==> src/rtl/cpu_fetch_pkg.sv <==
// cpu_fetch_pkg: next-PC select codes, fetch FSM states and instruction size
package cpu_fetch_pkg;
  localparam logic [1:0] PC_SEQ    = 2'b00;
  localparam logic [1:0] PC_BRANCH = 2'b01;
  localparam logic [1:0] PC_JUMP   = 2'b10;
  localparam logic [1:0] PC_REG    = 2'b11;
  localparam int INSTR_BYTES = 4;
  typedef enum logic [1:0] {S_IDLE, S_WAIT, S_VALID, S_FAULT} fetch_state_t;
endpackage

==> src/rtl/next_pc_calc.sv <==
// next_pc_calc: combinational next-PC selection (seq, branch, jump, register)
//   in:  pc, pc_src, imm16 (word offset), j_target, reg_target
//   out: next_pc, pc_plus4
module next_pc_calc
  import cpu_fetch_pkg::*;
(
  input  logic [31:0] pc,
  input  logic [1:0]  pc_src,
  input  logic [15:0] imm16,
  input  logic [25:0] j_target,
  input  logic [31:0] reg_target,
  output logic [31:0] next_pc,
  output logic [31:0] pc_plus4
);
  logic [31:0] br_off;
  assign pc_plus4 = pc + 32'(INSTR_BYTES);
  assign br_off   = {{14{imm16[15]}}, imm16, 2'b00};
  always_comb
    next_pc = pc_src == PC_SEQ    ? pc_plus4 :
              pc_src == PC_BRANCH ? pc_plus4 + br_off :
              pc_src == PC_JUMP   ? {pc_plus4[31:28], j_target, 2'b00} :
                                    reg_target;
endmodule

==> src/rtl/instruction_fetch_unit.sv <==
// instruction_fetch_unit: PC owner and IR latch for a big-endian instruction memory
//   in:  CLK, Reset (async), FetchReq, IRAck, PCWrite, PCSrc, Imm16, JTarget, RegTarget, IDataIn
//   out: IAddr (=PC), IR, IRValid, PC, PCPlus4, Busy (in WAIT), Fault (sticky bad fetch)
module instruction_fetch_unit
  import cpu_fetch_pkg::*;
#(
  parameter logic [31:0] RESET_PC  = 32'h0,
  parameter int          MEM_BYTES = 128,
  parameter int          MEM_WAIT  = 0
) (
  input  logic        CLK,
  input  logic        Reset,
  input  logic        FetchReq,
  input  logic        IRAck,
  input  logic        PCWrite,
  input  logic [1:0]  PCSrc,
  input  logic [15:0] Imm16,
  input  logic [25:0] JTarget,
  input  logic [31:0] RegTarget,
  input  logic [31:0] IDataIn,
  output logic [31:0] IAddr,
  output logic [31:0] IR,
  output logic        IRValid,
  output logic [31:0] PC,
  output logic [31:0] PCPlus4,
  output logic        Busy,
  output logic        Fault
);
  localparam logic [31:0] LAST_ADDR = 32'(MEM_BYTES - INSTR_BYTES);
  fetch_state_t state_q, state_d;
  logic [3:0]  cnt_q, cnt_d;
  logic [31:0] pc_q, pc_d, ir_q, ir_d, next_pc;
  logic        ir_valid_q, ir_valid_d, busy_q, busy_d, fault_q, fault_d, legal;
  next_pc_calc u_next_pc (
    .pc        (pc_q),
    .pc_src    (PCSrc),
    .imm16     (Imm16),
    .j_target  (JTarget),
    .reg_target(RegTarget),
    .next_pc   (next_pc),
    .pc_plus4  (PCPlus4)
  );
  assign legal = pc_q[1:0] == 2'b00 && pc_q <= LAST_ADDR;
  always_comb begin
    state_d    = state_q;
    cnt_d      = cnt_q;
    pc_d       = pc_q;
    ir_d       = ir_q;
    ir_valid_d = ir_valid_q;
    case (state_q)
      S_IDLE: begin
        if (PCWrite) pc_d = next_pc;
        else if (FetchReq) begin
          state_d = legal ? S_WAIT : S_FAULT;
          cnt_d   = 4'(MEM_WAIT);
        end
      end
      S_WAIT: begin
        if (cnt_q != 4'd0) cnt_d = cnt_q - 4'd1;
        else begin
          ir_d       = IDataIn;
          ir_valid_d = 1'b1;
          state_d    = S_VALID;
        end
      end
      S_VALID: begin
        if (PCWrite) pc_d = next_pc;
        if (IRAck) begin
          ir_valid_d = 1'b0;
          cnt_d      = 4'(MEM_WAIT);
          state_d    = !(FetchReq && !PCWrite) ? S_IDLE : legal ? S_WAIT : S_FAULT;
        end
      end
      default: ir_valid_d = 1'b0;
    endcase
    busy_d  = state_d == S_WAIT;
    fault_d = state_d == S_FAULT;
  end
  always_ff @(posedge CLK or posedge Reset)
    if (Reset) begin
      state_q    <= S_IDLE;
      cnt_q      <= 4'd0;
      pc_q       <= RESET_PC;
      ir_q       <= 32'h0;
      ir_valid_q <= 1'b0;
      busy_q     <= 1'b0;
      fault_q    <= 1'b0;
    end else begin
      state_q    <= state_d;
      cnt_q      <= cnt_d;
      pc_q       <= pc_d;
      ir_q       <= ir_d;
      ir_valid_q <= ir_valid_d;
      busy_q     <= busy_d;
      fault_q    <= fault_d;
    end
  assign IAddr   = pc_q;
  assign PC      = pc_q;
  assign IR      = ir_q;
  assign IRValid = ir_valid_q;
  assign Busy    = busy_q;
  assign Fault   = fault_q;
endmodule

==> config.mk <==
export PLATFORM = sky130hd
export DESIGN_NAME = instruction_fetch_unit
export DESIGN_NICKNAME = d
export VERILOG_FILES = /design/src/rtl/cpu_fetch_pkg.sv /design/src/rtl/next_pc_calc.sv /design/src/rtl/instruction_fetch_unit.sv
export SDC_FILE = /design/constraint.sdc
export NUM_CORES = 1
export LEC_CHECK = 0
export CAP_MARGIN = 20
export CORE_MARGIN = 3
export CORE_UTILIZATION = 30
export CTS_CLUSTER_SIZE = 30
export DETAILED_ROUTE_END_ITERATION = 12
export PLACE_DENSITY = 0.65
export SETUP_SLACK_MARGIN = 0.5
export SLEW_MARGIN = 20
export SYNTH_ARGS = -nofsm -noshare
export SYNTH_HDL_FRONTEND = slang
export SYNTH_SLANG_ARGS = --single-unit
==> constraint.sdc <==
create_clock -name CLK -period 4.2 [get_ports CLK]
set_input_delay 0.84 -clock CLK [delete_from_list [all_inputs] [get_ports CLK]]
set_output_delay 0.84 -clock CLK [all_outputs]
set_load 0.05 [all_outputs]
==> summary.txt, run 1 <==
Post-synth top flop -> dfrtp_1
# H-tree levels -> 3
leading area contributor after synthesis -> dfrtp_1
Tot Pwr -> 0.00934 W
area share of the largest cell type after synthesis -> 28.2%
syn_nets -> 897
Tmin final -> 3.63 ns
Netlist cell types -> 64
initial antenna violation count -> 0
top cells by count, synth -> 73 x dfrtp_1, 69 x nand2_1, 60 x a21oi_1
I/O Buffers -> 243
# IOs -> 244
run status -> completed
DP Worst Slack -> 0.446 ns
count leader, synth -> dfrtp_1
RSZ-0062 raised after global routing -> yes
Seq/Total Area, Yosys -> 28.2%
Slew @ Worst Pin -> 0.827 ns
gr ovfl total -> 0
synth top area cells -> dfrtp_1 28%, ha_1 7.5%, mux2_2 6.6%, a21oi_1 4.6%, buf_4 4.1%
slowest CP cell -> or4_4
final hold vios -> 0
post-DP HPWL -> 20200 µm
final layout net count -> 1114
setup ws final -> 0.572 ns
initial DRC count -> 499
CP Class -> flip-flop to primary output
crit end category -> primary output
Post-Route Utilization -> 47.4%
CTS clk-pin slew, worst paths -> 0.07 ns
drt via density -> 5.49
met2 wire length -> 11900 µm
Layout area overhead -> 54.4%
Core Area -> 21100 µm²
die area -> 23400 µm²
die width -> 153 µm
Avg Cell Area, Syn -> 8.70 µm²
setup violators final -> 0
CTS tree -> done
worst vdd ir -> 439 µV
Mapped Cells -> 744
GP Congestion -> 0.937
Site Rows -> 53
Crit path max-delay family -> simple AND/OR/NAND/NOR gates
maximum clock insertion buffer count -> 2
largest net degree at the start of global routing -> 36
Slew Limit Headroom -> 44.7%
leak pwr -> 4.00 nW
total global-route track usage -> 21.5%
Worst-Skew Late Latency -> 0.35 ns
post-DR wirelength/cell -> 20.7 µm
post-route setup TNS -> 0 ns
Post-synth EDFFs -> 0
combined buffer and inverter count along the critical path -> 1
CP max FO -> 5
Max Slew Vio Count -> 0
vias in the first global route -> 6600
Post-synth ARST share -> 100%
yosys warns -> 0
DR pass1 iterations -> 5
metal1 wirelength -> 10700 µm
residual DRC count -> 0
PwrDens -> 935 nW/µm²
first-pass GRT wire length -> 39600 µm
Sink Count -> 73
crit path cell chain -> nand2_1 -> or4_4 -> nor4_4 -> xor2_4 -> dlygate4sd2_1
Worst Setup Start Kind -> flip-flop
Highest Signal Layer -> met4
Worst Clk Skew -> 0.0107 ns
via count -> 6819
max-cap violation count -> 0
CTS Buf Count -> 9
max incr delay on CP -> 0.60 ns
Root Buffer -> clkbuf_16
layout cells sized above 1 -> 20.1%
chip height -> 153 µm
ANT cells -> 0
Synth Register Bits -> 73
WL met3 -> 2440 µm
cell area after synthesis -> 6470 µm²
starting density of the core -> 30.7%
ANT nets after route -> 0
worst path arrival time -> 2.79 ns
Critical Path RT -> 3.36 ns
fmax -> 276 MHz
final hold slack -> 0.486 ns
WL final -> 25700 µm
fin crit share -> 86.4%
Hold Crit Class -> flip-flop to flip-flop
[path summary, 6_finish.rpt]
path	from	endpoint	slack [ns]	cells after the start
hold / removal	IRValid$_DFFE_PP0P_	IRValid$_DFFE_PP0P_	0.49	1
hold reg to reg	IRValid$_DFFE_PP0P_	IRValid$_DFFE_PP0P_	0.49	1
setup / recovery	IAddr[15]$_DFFE_PP0P_	PCPlus4[26]	0.57	5
min in group asynchronous	Reset	IR[21]$_DFFE_PP0P_	0.95	2
setup reg to reg	IAddr[15]$_DFFE_PP0P_	IAddr[30]$_DFFE_PP0P_	0.59	12
max in group asynchronous	Reset	IAddr[17]$_DFFE_PP0P_	2.48	3
[cell type report]
cell class,count,area (µm²)
timing repair buffer,282,2710
inverter,14,52.6
sequential,73,1860
clock inverter,7,77.6
fill,1995,11100
tap,275,344
multi-input combinational,581,4730
clock buffer,9,225
[placed cells by master, fill, tap and decap left out, types with 23 or more instances in the layout]
cell               n
a21oi_1           56
nor2_1            34
dfrtp_2           23
mux2_2            38
dfrtp_1           50
buf_4             40
ha_1              35
nand2_1           69
clkdlybuf4s50_1  226
o21ai_0           44
[per-stage QoR]
step	std cells	cell area (µm²)
after CTS	1235	9860
after global routing	1241	9990
after floorplan	744	6980
after global placement	1211	9500
after detailed placement	1211	9500
final	1241	9990
[per-layer routing]
metal / vias up / GRT usage, %
li1: 3157 / -
met1: 3249 / 28.2
met2: 372 / 34.9
met3: 41 / 5.32
met4: 0 / 6.96
met5: - / 0
[report_power, final]
group / switching [W] / internal [W] / leakage, nW
combinational: 0.00442 / 0.00257 / 3.00
sequential: 0.000480 / 0.00107 / 0.846
clock: 0.000339 / 0.000466 / 0.146
total: 0.00524 / 0.00410 / 4.00
[sequential cells by signal, summed over array words and instances (netlist names)]
| name | flops |
|---|---|
| state_q | 2 |
| Fault | 1 |
| IAddr | 32 |
| IRValid | 1 |
| cnt_q | 4 |
| IR | 32 |
| Busy | 1 |
[repair_timing]
item | CTS | global route
gates cloned | 0 | 0
setup buffers | 8 | 6
pin swaps | 1 | 6
hold buffers | 0 | 0
endpoints found under the hold margin | 0 | 0
gates resized for setup | 16 | 27
endpoints found under the setup margin | 15 | 21
[cells by family (layout without fill, tap and decap cells)]
logic type / count (synthesis) / after routing / synth area share (%)
mux: 63 / 63 / 11.8
simple gates: 214 / 214 / 16.6
xor+xnor: 49 / 49 / 6.63
buf+inv: 90 / 312 / 7.41
flops: 73 / 73 / 28.2
compound gates: 215 / 215 / 21.5
fa+ha+maj: 40 / 40 / 7.85
No activity file was read; power rests on OpenSTA's default activity.
==> run 2: changes to the inputs <==
ABC_CLOCK_PERIOD_IN_PS = 4200   (was unset)
==> results of run 2 <==
Final layout, timing and power as in run 1 (identical DEF).
==> variant (flow settings as in run 2) <==
Take the reset off `ir_q` and load it in a clocked block of its own.
--- a/src/rtl/instruction_fetch_unit.sv
+++ b/src/rtl/instruction_fetch_unit.sv
@@ -81,7 +81,6 @@
       state_q    <= S_IDLE;
       cnt_q      <= 4'd0;
       pc_q       <= RESET_PC;
-      ir_q       <= 32'h0;
       ir_valid_q <= 1'b0;
       busy_q     <= 1'b0;
       fault_q    <= 1'b0;
@@ -89,11 +88,14 @@
       state_q    <= state_d;
       cnt_q      <= cnt_d;
       pc_q       <= pc_d;
-      ir_q       <= ir_d;
       ir_valid_q <= ir_valid_d;
       busy_q     <= busy_d;
       fault_q    <= fault_d;
     end
+
+  always_ff @(posedge CLK) begin
+    ir_q <= ir_d;
+  end
   assign IAddr   = pc_q;
   assign PC      = pc_q;
   assign IR      = ir_q;
Function: differs if Reset is asserted again (counterexample within 4 cycles, from zero or initial values and one cycle with Reset high); with Reset held inactive, the same outputs for 4 cycles.
==> variant against run 2 <==
Cell area fell by 7.8%. Critical path depth rose by 10. Power fell by 16%. Routed wire length fell by 14%. Combinational power fell by 19%. Sequential cell count did not move. Die area fell by 7.7%. Via count fell by 16%. Largest cell class unchanged. Sequential power fell by 6%. Largest power group unchanged. Utilization rose by 0.91 points. Synthesized area fell by 8.0%. Sequential share of layout area rose by 3.2 points. Setup slack improved by 0.030 ns. Critical path type is now flip-flop to flip-flop.
==> variant: results (changes against run 2) <==
stage;metric;value;unit;change
sta;skew final;0.00930;ns;-0.00139 ns
place;GPL Wtd Cong;0.957;;+2.2%
layout;layout cell share with drive strength beyond 1;15.3;%;-4.8 points
place;Placed Area;0.00875;mm²;-7.9%
yosys;number of flops mapped to enable cells by yosys;32;;+32
critical_path;Crit Path Max Fanout;7;;+2
power;peak supply drop;0.000427;V;-2.7%
power;Logic pwr share;72.0;%;-2.8 points
run_status;outcome;completed;;
layout;nets;1011;;-9.2%
detailed_routing;DRT iter0 DRCs;357;;-28%
grt;largest net degree at the start of global routing;37;;+2.8%
sta;Slew @ Worst Pin;0.820;ns;-0.00757 ns
detailed_routing;routed wire length;22.1;mm;-14%
critical_path;Critical Path AT;3.82;ns;+1.03 ns
grt;overall routing resource usage;20.2;%;-1.3 points
power;Pleak;0.00374;µW;-6.4%
critical_path;slowest stage delay, CP;0.44;ns;-0.16 ns
yosys;Async SR Flop Fraction;56.2;%;-44 points
grt;first-pass GRT wire length;34.0;mm;-14%
critical_path;slowest CP cell;dfrtp_2;;
clock_tree;Clock Latency Late Sink;0.35;ns;about the same
yosys;synth top area cells;dfrtp_1, edfxtp_1, ha_1, nand2_1, mux4_2;;
yosys;post-synthesis sequential area ratio;33.4;%;+5.2 points
yosys;most frequent cells after synthesis;nand2_1, nor2_1, a21oi_1;;
detailed_routing;Via density;5.12;;-6.8%
yosys;syn nets;800;;-11%
critical_path;critical path's top delay family;compound AO/OA/AOI/OAI gates;;
grt;vias in the first global route;5769;;-13%
power;internal power;3490;µW;-15%
yosys;synth unique cells;61;;-4.7%
clock_tree;Inserted Clock Buffers;9;;unchanged
layout;# diodes;0;;unchanged
place;dpl hpwl;17.1;mm;-15%
variant: cell count changes in the layout (fill, tap and decap cells not counted), sizes merged, moves of 15 or more:
cell | run 2 | this run
nor2 | 38 | 53
dfrtp | 73 | 41
edfxtp | 0 | 32
o21a | 18 | 3
buf | 41 | 22
mux2 | 38 | 1
variant: layout make-up:
| cell class | count | area (µm²) |
|---|---|---|
| Sequential cell | 73 | 2000 |
| Multi-Input combinational cell | 498 | 3990 |
| Clock inverter | 7 | 53.8 |
| Fill cell | 1772 | 9870 |
| Clock buffer | 9 | 225 |
| Tap cell | 260 | 325 |
| Inverter | 13 | 48.8 |
| Timing Repair Buffer | 263 | 2570 |
variant: path summary, 6_finish.rpt:
check	start	to	slack (ns)	cells after the start
max in group asynchronous	Reset	IAddr[11]	2.53	3
setup reg to reg	IAddr[6]	IAddr[31]	0.60	15
setup / recovery	IAddr[6]	IAddr[31]	0.60	15
min in group asynchronous	Reset	IAddr[1]	0.86	2
hold / removal	cnt_q[3]	cnt_q[3]	0.49	1
hold reg to reg	cnt_q[3]	cnt_q[3]	0.49	1
variant: cells by family (layout without fill, tap and decap cells):
| family | after synthesis | after routing | share of synthesized area [%] |
|---|---|---|---|
| mux | 29 | 29 | 7.63 |
| compound gates | 156 | 156 | 17.1 |
| simple gates | 219 | 219 | 18.1 |
| fa+ha+maj | 40 | 40 | 8.54 |
| flops | 73 | 73 | 33.4 |
| buf+inv | 76 | 292 | 7.21 |
| xor+xnor | 54 | 54 | 8.07 |
variant: per-layer routing:
layer / vias up / wire [µm] / GRT usage, %
li1: 2738 / - / -
met1: 2782 / 9550 / 26.0
met2: 213 / 10800 / 34.1
met3: 20 / 1450 / 4.78
met4: 0 / 350 / 5.08
met5: - / 0 / 0
variant: per-stage QoR:
step	utilization (%)	std cells	worst slack [ns]	total power, µW
detailed placement	45.9	1098	0.288	7000
floorplan	-	647	0.405	5460
global route	48.3	1123	0.397	8290
global placement	45.9	1098	0.196	7000
CTS	47.5	1115	0.440	7790
finish	48.3	1123	0.603	7880
variant: timing repair:
item	in CTS	in global routing
setup buffers	1	8
endpoints found under the setup margin	20	30
resized for setup	18	26
pin swaps	1	4
cloned	0	0
variant: power groups by stage:
stage / registers [µW] / logic (µW) / clock network [µW]
6_report: 1460 / 5670 / 744
5_1_grt: 1510 / 5990 / 790
4_1_cts: 1470 / 5560 / 769
3_5_place_dp: 1480 / 5530 / 0
3_3_place_gp: 1470 / 5530 / 0
2_1_floorplan: 2040 / 3430 / 0
